==> config.mk <==
export PLATFORM = sky130hd
export DESIGN_NAME = input_frame_parser
export DESIGN_NICKNAME = d
export VERILOG_FILES = /design/src/rtl/input_frame_parser.sv
export SDC_FILE = /design/constraint.sdc
export NUM_CORES = 1
export LEC_CHECK = 0
export CAP_MARGIN = 20
export CORE_ASPECT_RATIO = 1.1
export CORE_MARGIN = 1
export CORE_UTILIZATION = 56
export CTS_BUF_LIST = sky130_fd_sc_hd__clkbuf_4
export DETAILED_ROUTE_END_ITERATION = 8
export GPL_ROUTABILITY_DRIVEN = 0
export GPL_TIMING_DRIVEN = 0
export HOLD_SLACK_MARGIN = 0.03
export PLACE_DENSITY = 0.81
export SETUP_SLACK_MARGIN = 0.2
export SLEW_MARGIN = 5
export SYNTH_ARGS = -nofsm -noshare
export SYNTH_HDL_FRONTEND = slang
export SYNTH_SLANG_ARGS = --single-unit
export TNS_END_PERCENT = 50
==> constraint.sdc <==
create_clock -name clk -period 3.59 [get_ports clk]
set_input_delay 0.718 -clock clk [delete_from_list [all_inputs] [get_ports clk]]
set_output_delay 0.718 -clock clk [all_outputs]
set_load 0.1 [all_outputs]
==> src/rtl/input_frame_parser.sv <==
// Ingress frame parser: registers each accepted AXIS beat, tags it with its frame field and
// summarises every started frame. Define INPUT_PARSER_STATS_EN to add the saturating frame counters.
module input_frame_parser #(
  parameter int                DATA_W            = 16,
  parameter logic [DATA_W-1:0] SFD               = DATA_W'(16'hAAAB),
  parameter int                DST_BEATS         = 3,
  parameter int                SRC_BEATS         = 3,
  parameter int                TYPE_BEATS        = 1,
  parameter int                MIN_PAYLOAD_BEATS = 23,
  parameter int                MAX_PAYLOAD_BEATS = 750,
  parameter int                LEN_W             = 12
) (
  input  logic              clk,
  input  logic              reset,
  input  logic              s_tvalid,
  input  logic [DATA_W-1:0] s_tdata,
  input  logic              s_tlast,
  output logic              s_tready,
  input  logic              drop_current,
  input  logic              almost_full,
  output logic              pkt_tvalid,
  output logic [DATA_W-1:0] pkt_tdata,
  output logic              pkt_tlast,
  output logic [4:0]        status,
  output logic              incomplete_frame,
  output logic              frame_done,
  output logic [LEN_W-1:0]  frame_len,
  output logic [1:0]        frame_err,
  output logic              frame_dropped
`ifdef INPUT_PARSER_STATS_EN
  ,
  input  logic              stat_clr,
  output logic [15:0]       stat_good,
  output logic [15:0]       stat_runt,
  output logic [15:0]       stat_giant,
  output logic [15:0]       stat_dropped
`endif
);

  typedef enum logic [2:0] {IDLE, DST, SRC, TYPE, PAYLOAD, MASK} state_t;

  localparam int HDR = 1 + DST_BEATS + SRC_BEATS + TYPE_BEATS;
  localparam logic [LEN_W-1:0] HDR_LEN   = LEN_W'(HDR);
  localparam logic [LEN_W-1:0] RUNT_LEN  = LEN_W'(HDR + MIN_PAYLOAD_BEATS);
  localparam logic [LEN_W-1:0] GIANT_LEN = LEN_W'(HDR + MAX_PAYLOAD_BEATS);
  localparam logic [LEN_W-1:0] PAY_MAX   = LEN_W'(MAX_PAYLOAD_BEATS);
  localparam logic [LEN_W-1:0] DST_LAST  = LEN_W'(DST_BEATS - 1);
  localparam logic [LEN_W-1:0] SRC_LAST  = LEN_W'(SRC_BEATS - 1);
  localparam logic [LEN_W-1:0] TYPE_LAST = LEN_W'(TYPE_BEATS - 1);

  state_t             state, state_n, eff;
  logic [LEN_W-1:0]   field_cnt, field_cnt_n, pay_cnt, pay_cnt_n, len_cnt, len_cnt_n;
  logic               drop_q, drop_n, drop_act, acc, fwd;
  logic               done_n, trunc, giant, runt, dropped_q;
  logic [4:0]         st_n;
  logic [1:0]         err_n;

  assign s_tready = ~reset & ((state != IDLE) | ~almost_full);
  assign acc      = s_tvalid & s_tready;
  // a verdict arriving alongside an already-registered tlast still marks that frame
  assign frame_dropped = dropped_q | (frame_done & drop_current);

  always_comb begin
    state_n     = state;
    field_cnt_n = field_cnt;
    pay_cnt_n   = pay_cnt;
    len_cnt_n   = len_cnt;
    drop_n      = drop_q;
    st_n        = 5'b00000;
    done_n      = 1'b0;
    fwd         = 1'b0;
    drop_act    = drop_current && (state != IDLE) && !pkt_tlast;
    eff         = drop_act ? MASK : state;
    if (drop_act) begin
      state_n = MASK;
      drop_n  = 1'b1;
    end
    if (acc) begin
      fwd = (eff != IDLE);
      if (eff != IDLE) len_cnt_n = (&len_cnt) ? len_cnt : len_cnt + 1'b1;
      case (eff)
        IDLE: if (s_tdata == SFD && !s_tlast) begin
          st_n        = 5'b00001;
          state_n     = DST;
          field_cnt_n = '0;
          len_cnt_n   = LEN_W'(1);
          drop_n      = 1'b0;
          fwd         = 1'b1;
        end
        DST: begin
          st_n = 5'b00011;
          if (field_cnt == DST_LAST) begin state_n = SRC; field_cnt_n = '0; end
          else field_cnt_n = field_cnt + 1'b1;
        end
        SRC: begin
          st_n = 5'b00101;
          if (field_cnt == SRC_LAST) begin state_n = TYPE; field_cnt_n = '0; end
          else field_cnt_n = field_cnt + 1'b1;
        end
        TYPE: begin
          st_n = 5'b01001;
          if (field_cnt == TYPE_LAST) begin
            state_n = PAYLOAD; field_cnt_n = '0; pay_cnt_n = '0;
          end else field_cnt_n = field_cnt + 1'b1;
        end
        PAYLOAD: begin
          pay_cnt_n = (&pay_cnt) ? pay_cnt : pay_cnt + 1'b1;
          if (pay_cnt_n > PAY_MAX) state_n = MASK;
          else st_n = 5'b10001;
        end
        default: ;
      endcase
      if (s_tlast && eff != IDLE) begin
        state_n = IDLE;
        done_n  = 1'b1;
      end
    end
    // error code derives from beat count alone so a drop cannot disturb it
    trunc = len_cnt_n <= HDR_LEN;
    giant = len_cnt_n > GIANT_LEN;
    runt  = len_cnt_n < RUNT_LEN;
    err_n = trunc ? 2'b11 : giant ? 2'b10 : runt ? 2'b01 : 2'b00;
  end

  always_ff @(posedge clk or posedge reset) begin
    if (reset) begin
      state            <= IDLE;
      field_cnt        <= '0;
      pay_cnt          <= '0;
      len_cnt          <= '0;
      drop_q           <= 1'b0;
      pkt_tvalid       <= 1'b0;
      pkt_tdata        <= '0;
      pkt_tlast        <= 1'b0;
      status           <= '0;
      incomplete_frame <= 1'b0;
      frame_done       <= 1'b0;
      frame_len        <= '0;
      frame_err        <= '0;
      dropped_q        <= 1'b0;
    end else begin
      state            <= state_n;
      field_cnt        <= field_cnt_n;
      pay_cnt          <= pay_cnt_n;
      len_cnt          <= len_cnt_n;
      drop_q           <= drop_n;
      pkt_tvalid       <= fwd;
      if (fwd) pkt_tdata <= s_tdata;
      pkt_tlast        <= fwd & s_tlast;
      status           <= st_n;
      incomplete_frame <= done_n & trunc;
      frame_done       <= done_n;
      frame_len        <= done_n ? len_cnt_n : '0;
      frame_err        <= done_n ? err_n : 2'b00;
      dropped_q        <= done_n & drop_n;
    end
  end

`ifdef INPUT_PARSER_STATS_EN
  always_ff @(posedge clk or posedge reset) begin
    if (reset) begin
      stat_good <= '0; stat_runt <= '0; stat_giant <= '0; stat_dropped <= '0;
    end else if (stat_clr) begin
      stat_good <= '0; stat_runt <= '0; stat_giant <= '0; stat_dropped <= '0;
    end else if (frame_done) begin
      if (frame_err == 2'b00 && !(&stat_good))  stat_good  <= stat_good + 16'd1;
      if (frame_err == 2'b01 && !(&stat_runt))  stat_runt  <= stat_runt + 16'd1;
      if (frame_err == 2'b10 && !(&stat_giant)) stat_giant <= stat_giant + 16'd1;
      if (frame_dropped && !(&stat_dropped))    stat_dropped <= stat_dropped + 16'd1;
    end
  end
`endif

endmodule

# [Yosys cells after proc, flatten, opt, wreduce, memory -nomap -nowiden]
# Cells that the tools add are included.
[totals] input_bits=22 out_inout_bits=41 ff_bits=80 wordCells=95
[classes] n_reduce_logical=17 n_eq_ne=8 mux=39 n_lt_le_gt_ge=4 n_bitwise=10 n_addsub=3
[ops] cell="2-to-1 mux 12 bit" count=11
[ops] cell="adder 12 x 1 -> 12 bit, second input constant" count=3
[ops] cell="case mux 12 bit (3 select lines)" count=1
[ops] cell="case mux 5 bit (5 select lines)" count=1
[ops] cell="> comparator 12 x 10 -> 1 bit, second input constant" count=2
[ops] cell="2-to-1 mux 3 bit" count=8
[ops] cell="case mux 12 bit (2 select lines)" count=1
[ops] cell="AND reduction 12 bit" count=2
[ops] cell="== test 16 bit, second input constant" count=1
[ops] cell="case mux 3 bit (5 select lines)" count=1
[ops] cell="== test 12 x 2 -> 1 bit, second input constant" count=1
[ops] cell="<= comparator 12 x 4 -> 1 bit, second input constant" count=1
[ops] cell="zero test 12 bit" count=1
[ops] cell="less-than comparator 12 x 5 -> 1 bit, second input constant" count=1
[ops] cell="2-to-1 mux 1 bit" count=11
[ops] cell="2-to-1 mux 5 bit" count=2
[ops] cell="nonzero test 3 bit" count=3
[ops] cell="bitwise AND 1 bit" count=6
[ops] cell="== test 3 x 2 -> 1 bit, second input constant" count=2
[ops] cell="2-to-1 mux 2 bit" count=3
[ops] cell="AND reduction 3 bit" count=2
[ops] cell="logical AND 1 bit" count=4
[ops] cell="inequality test 2 bit, second input constant" count=2
[ops] cell="== test 3 x 1 -> 1 bit, second input constant" count=1
[ops] cell="other kinds (7)" count=10

# [Depth between registers and ports, before layout]
# Gate-level depths: netlist (run 1).
[logic_depth] word_depth=14 ltp_mapped=10 depth_no_buf=9

# [Worst setup path before layout (run 1)]
# Ideal clock, no wire load.
[synth_path] path_kind="input to output" startpoint="input port reset" endpoint="output port s_tready" path_buffers=0 path_slack_ps=693 t_arrival_ps=2179 stages=1 t_required_ps=2872 cell_sequence="a21oi_1"
[synth_between] elab_chain_len=2
[synth_rtl] element="from (decl)" line_no="14" rtl="input logic reset,"
[synth_rtl] element="inverter 1 bit" line_no="58" rtl="assign s_tready = ~reset & ((state != IDLE) | ~almost_full);"
[synth_rtl] element="bitwise AND 1 bit" line_no="58"
[synth_rtl] element="to (decl)" line_no="18" rtl="output logic s_tready,"
# No other way between the ends.

# [Final worst setup path (run 1)]
[layout_path] startpoint="input port almost_full" endpoint="output port s_tready"
[layout_between] elab_chain_len=3
[layout_rtl] element="from (decl)" line_no="20" rtl="input logic almost_full,"
[layout_rtl] element="inverter 1 bit" line_no="58"
[layout_rtl] element="bitwise OR 1 bit" line_no="58"
[layout_rtl] element="bitwise AND 1 bit" line_no="58"
# No other way between the ends.

==> key figures, run 1 <==
Floorplanning
  • Die Span Y: 91.8 um
  • Starting Density: 58.3%
  • Width of the die: around 84 um
  • # rows: 32
  • Core Area: around 0.007 mm2
  • Die ar.: 0.00768 mm2
  • IO Pins: 63

Cells and area
  • Most frequent cells in the layout: dfrtp_1 (80), clkdlybuf4s50_1 (62), nor2_1 (44)
  • Layout cells sized above 1: 11.7%
  • Final net count: 525
  • Ant. Diodes: 0
  • Most common cell after layout, fill and taps aside: dfrtp_1
  • Synth-to-Final Area Change: 22.1%
  • Final core occ: 71.2%
  • Fillers: 535

Detailed routing
  • Detail Route Antenna Nets: 0
  • Total number of vias: 3502
  • DR iter-0 viols: ~200
  • TritonRoute pass-1 iters: 7
  • Routed wire per std cell: between 15 and 20 um
  • DRC errors left: 0
  • Vias per cell: 5.96
  • Drt total wl: 9070 um

Synth
  • Synth Area in Adders: between 1.5 and 2%
  • Post-Syn Area: around 0.004 mm2
  • Primary FF master, synth: dfrtp_1
  • Area leader, netlist: dfrtp_1
  • Post-synth EDFFs: 0
  • Syn_nets: 451
  • YS warnings: 0
  • Synth Area in Compound Gates: 12.8%
  • Syn avg cell area: 9.68 um2
  • Post-synthesis simple-gate area fraction: 25.7%
  • #FFs+latches synth: 80
  • XOR/XNOR share of the synthesized area: 0.853%
  • Synth unique cells: 62
  • Post-synthesis cell count: 424
  • Share of the synthesized area in the top cell type: 48.8%
  • Area contributors post-synth: dfrtp_1 (49%), mux2_2 (4.7%), nor2_1 (4.0%), nand2_1 (3.4%), nand3_1 (2.7%)
  • Sequential-to-total area share from yosys stat: 48.8%
  • Main combinational cell family by area after synthesis: simple AND/OR/NAND/NOR gates
  • Async SR Flop Fraction: 100%
  • Multiplexer share of the synthesized area: between 7 and 8%

Status
  • Status: finished clean

Pwr
  • Register share of total power: approximately two fifths
  • Worst VDD drop: 0.396 mV
  • Sw Pwr: 1080 uW
  • Power per standard cell area: 527 mW/mm2
  • Leak: 0.00219 uW
  • Combinational group share of total power: 36.1%
  • Clock power frac: 22.5%
  • Switching Share: ~41%
  • Power Internal: 1570 uW

STA
  • Worst Skew: 21.5 ps
  • Slew of the pin with the lowest slew margin: around 990 ps
  • Max-slew headroom: 34.1%
  • Setup-failing EPs final: 0
  • Max-slew violations: 0
  • Final min period: 3260 ps
  • Hold slack: 487 ps
  • Final Cycle Share: roughly 91%
  • Final hold vios: 0
  • Fmax achieved: 307 MHz
  • Final TNS setup: 0 ps
  • Unrepaired setup endpoints after global routing: no

Critical path
  • Endpoint type of the worst setup path: primary output
  • Crit path from: almost_full
  • Startpoint types: primary input
  • Crit Path Max Fanout: 3
  • Worst r2r src: len_cnt[2]$_DFF_PP0_
  • WS Path Type: primary input to primary output
  • R2R setup slack: between 900 and 1000 ps
  • Crit path DAT: 2540 ps
  • Worst Path Required: around 2900 ps

GRT
  • Vias in the first global route: 3326
  • First-pass GRT wire length: 15400 um
  • Antenna violations before repair: 0
  • GR Overflow Total: 0
  • GRT Util Overall: approximately 25%
  • Pin count of the biggest net entering global routing: 43

Clocking
  • Clock-pin transition on the worst setup and hold timing paths: 120 ps
  • # resized after CTS: 0
  • Clock root buffer: clkbuf_4
  • Clock sinks: 80
  • Worst skew pair latency: 440 ps
  • Total CTS buffers: 9
  • CTS H-tree lvls: 3
  • CTS tree: done
  • Number of hold buffers added after CTS: 0
  • CTS Buffer Depth: 2
  • Post-CTS Setup Bufs: 0

Place
  • I/O Buffers: 62
  • Detailed Place HPWL: 6590 um

Run
  • Max Cap Violations: 0

Hold path
  • Hold Path Class: flip-flop to flip-flop
  • Hold Crit Start: drop_q$_DFF_PP0_
==> routing by layer <==
metal  up-vias  GRT usage (%)  part of all wire, %
met3        23           4.50                  4.2
met1      1703           32.7                   43
li1       1676              -                    -
met2       100           41.3                   50
met5         -              0                    0
met4         0           11.0                  2.3
==> state kept, by name, summed over array words and instances (netlist names) <==
register          count
status                5
state                 3
frame_done            1
pay_cnt              12
dropped_q             1
frame_err             2
field_cnt            12
frame_len            12
pkt_tdata            16
len_cnt              12
pkt_tlast             1
pkt_tvalid            1
incomplete_frame      1
drop_q                1
==> cell families (layout without fill, tap and decap cells) <==
family,count (synthesis),in the layout
simple gates,193,193
fa+ha+maj,5,5
buf+inv,32,111
mux,27,27
flops,80,80
xor+xnor,4,4
compound gates,83,83
==> final timing paths <==
check | to | cells after the start
max | s_tready | 3
min | drop_q$_DFF_PP0_ | 1
max reg2reg | frame_err[0]$_DFF_PP0_ | 9
min reg2reg | drop_q$_DFF_PP0_ | 1
max in group asynchronous | field_cnt[1]$_DFFE_PP0P_ | 3
min in group asynchronous | frame_len[9]$_DFF_PP0_ | 2
==> Yosys cell counts, types with 3 or more instances <==
cell       n
inv_1     15
nand4_1   11
o21ai_1   20
o31ai_1    3
a311oi_1   3
a211oi_1   5
mux2_2    17
dfrtp_1   80
buf_2      6
nor2_1    44
nor3_1     8
o21ai_0   11
clkbuf_1   8
and2_1     8
nor4_1     5
and3_1    12
nand3_1   22
a21o_1     6
nor4bb_1   3
a31oi_1    4
a21oi_1   12
ha_1       5
or3_1      5
mux2i_1    9
or2_1      3
nand2b_1  12
o22ai_1    4
nand2_1   37
nor3b_1    3
==> cell type report <==
cell class	count	area, um2	share of cell area [%]
inverters	17	66.3	1.32
clock inverters	6	83.8	1.67
multi-input cells	312	1970	39.3
plain buffers	15	71.3	1.42
flip-flops and latches	80	2000	39.9
repair buffers	63	641	12.8
clock buffers	10	75.1	1.50
well taps	85	106	2.12
==> stage by stage <==
stage | instance area, um2 | std cells | power (uW) | worst slack [ps]
floorplan | 4110 | 424 | 1820 | 693
finish | 5010 | 588 | 2640 | 335
global placement | 4830 | 571 | 2040 | -453
detailed placement | 4860 | 572 | 2060 | 116
CTS | 5010 | 588 | 2660 | 324
global route | 5010 | 588 | 2770 | 219
==> power groups by stage <==
stage	logic (uW)	registers, uW	clock network [uW]
after detailed placement	951	1110	0
after global placement	936	1100	0
after CTS	956	1090	608
after floorplan	347	1480	0
final	956	1100	594
after global routing	1020	1110	646
==> critical path, cell delays in order <==
cell and delay (ps):
clkdlybuf4s50_1 490, a21oi_1 180, clkdlybuf4s50_1 1150
No activity file was read; power rests on OpenSTA's default activity.
==> run 2, diff against run 1 <==
Settings changed: SLEW_MARGIN 5 to not set.
==> results of run 2 <==
Final layout, timing and power as in run 1 (identical DEF).
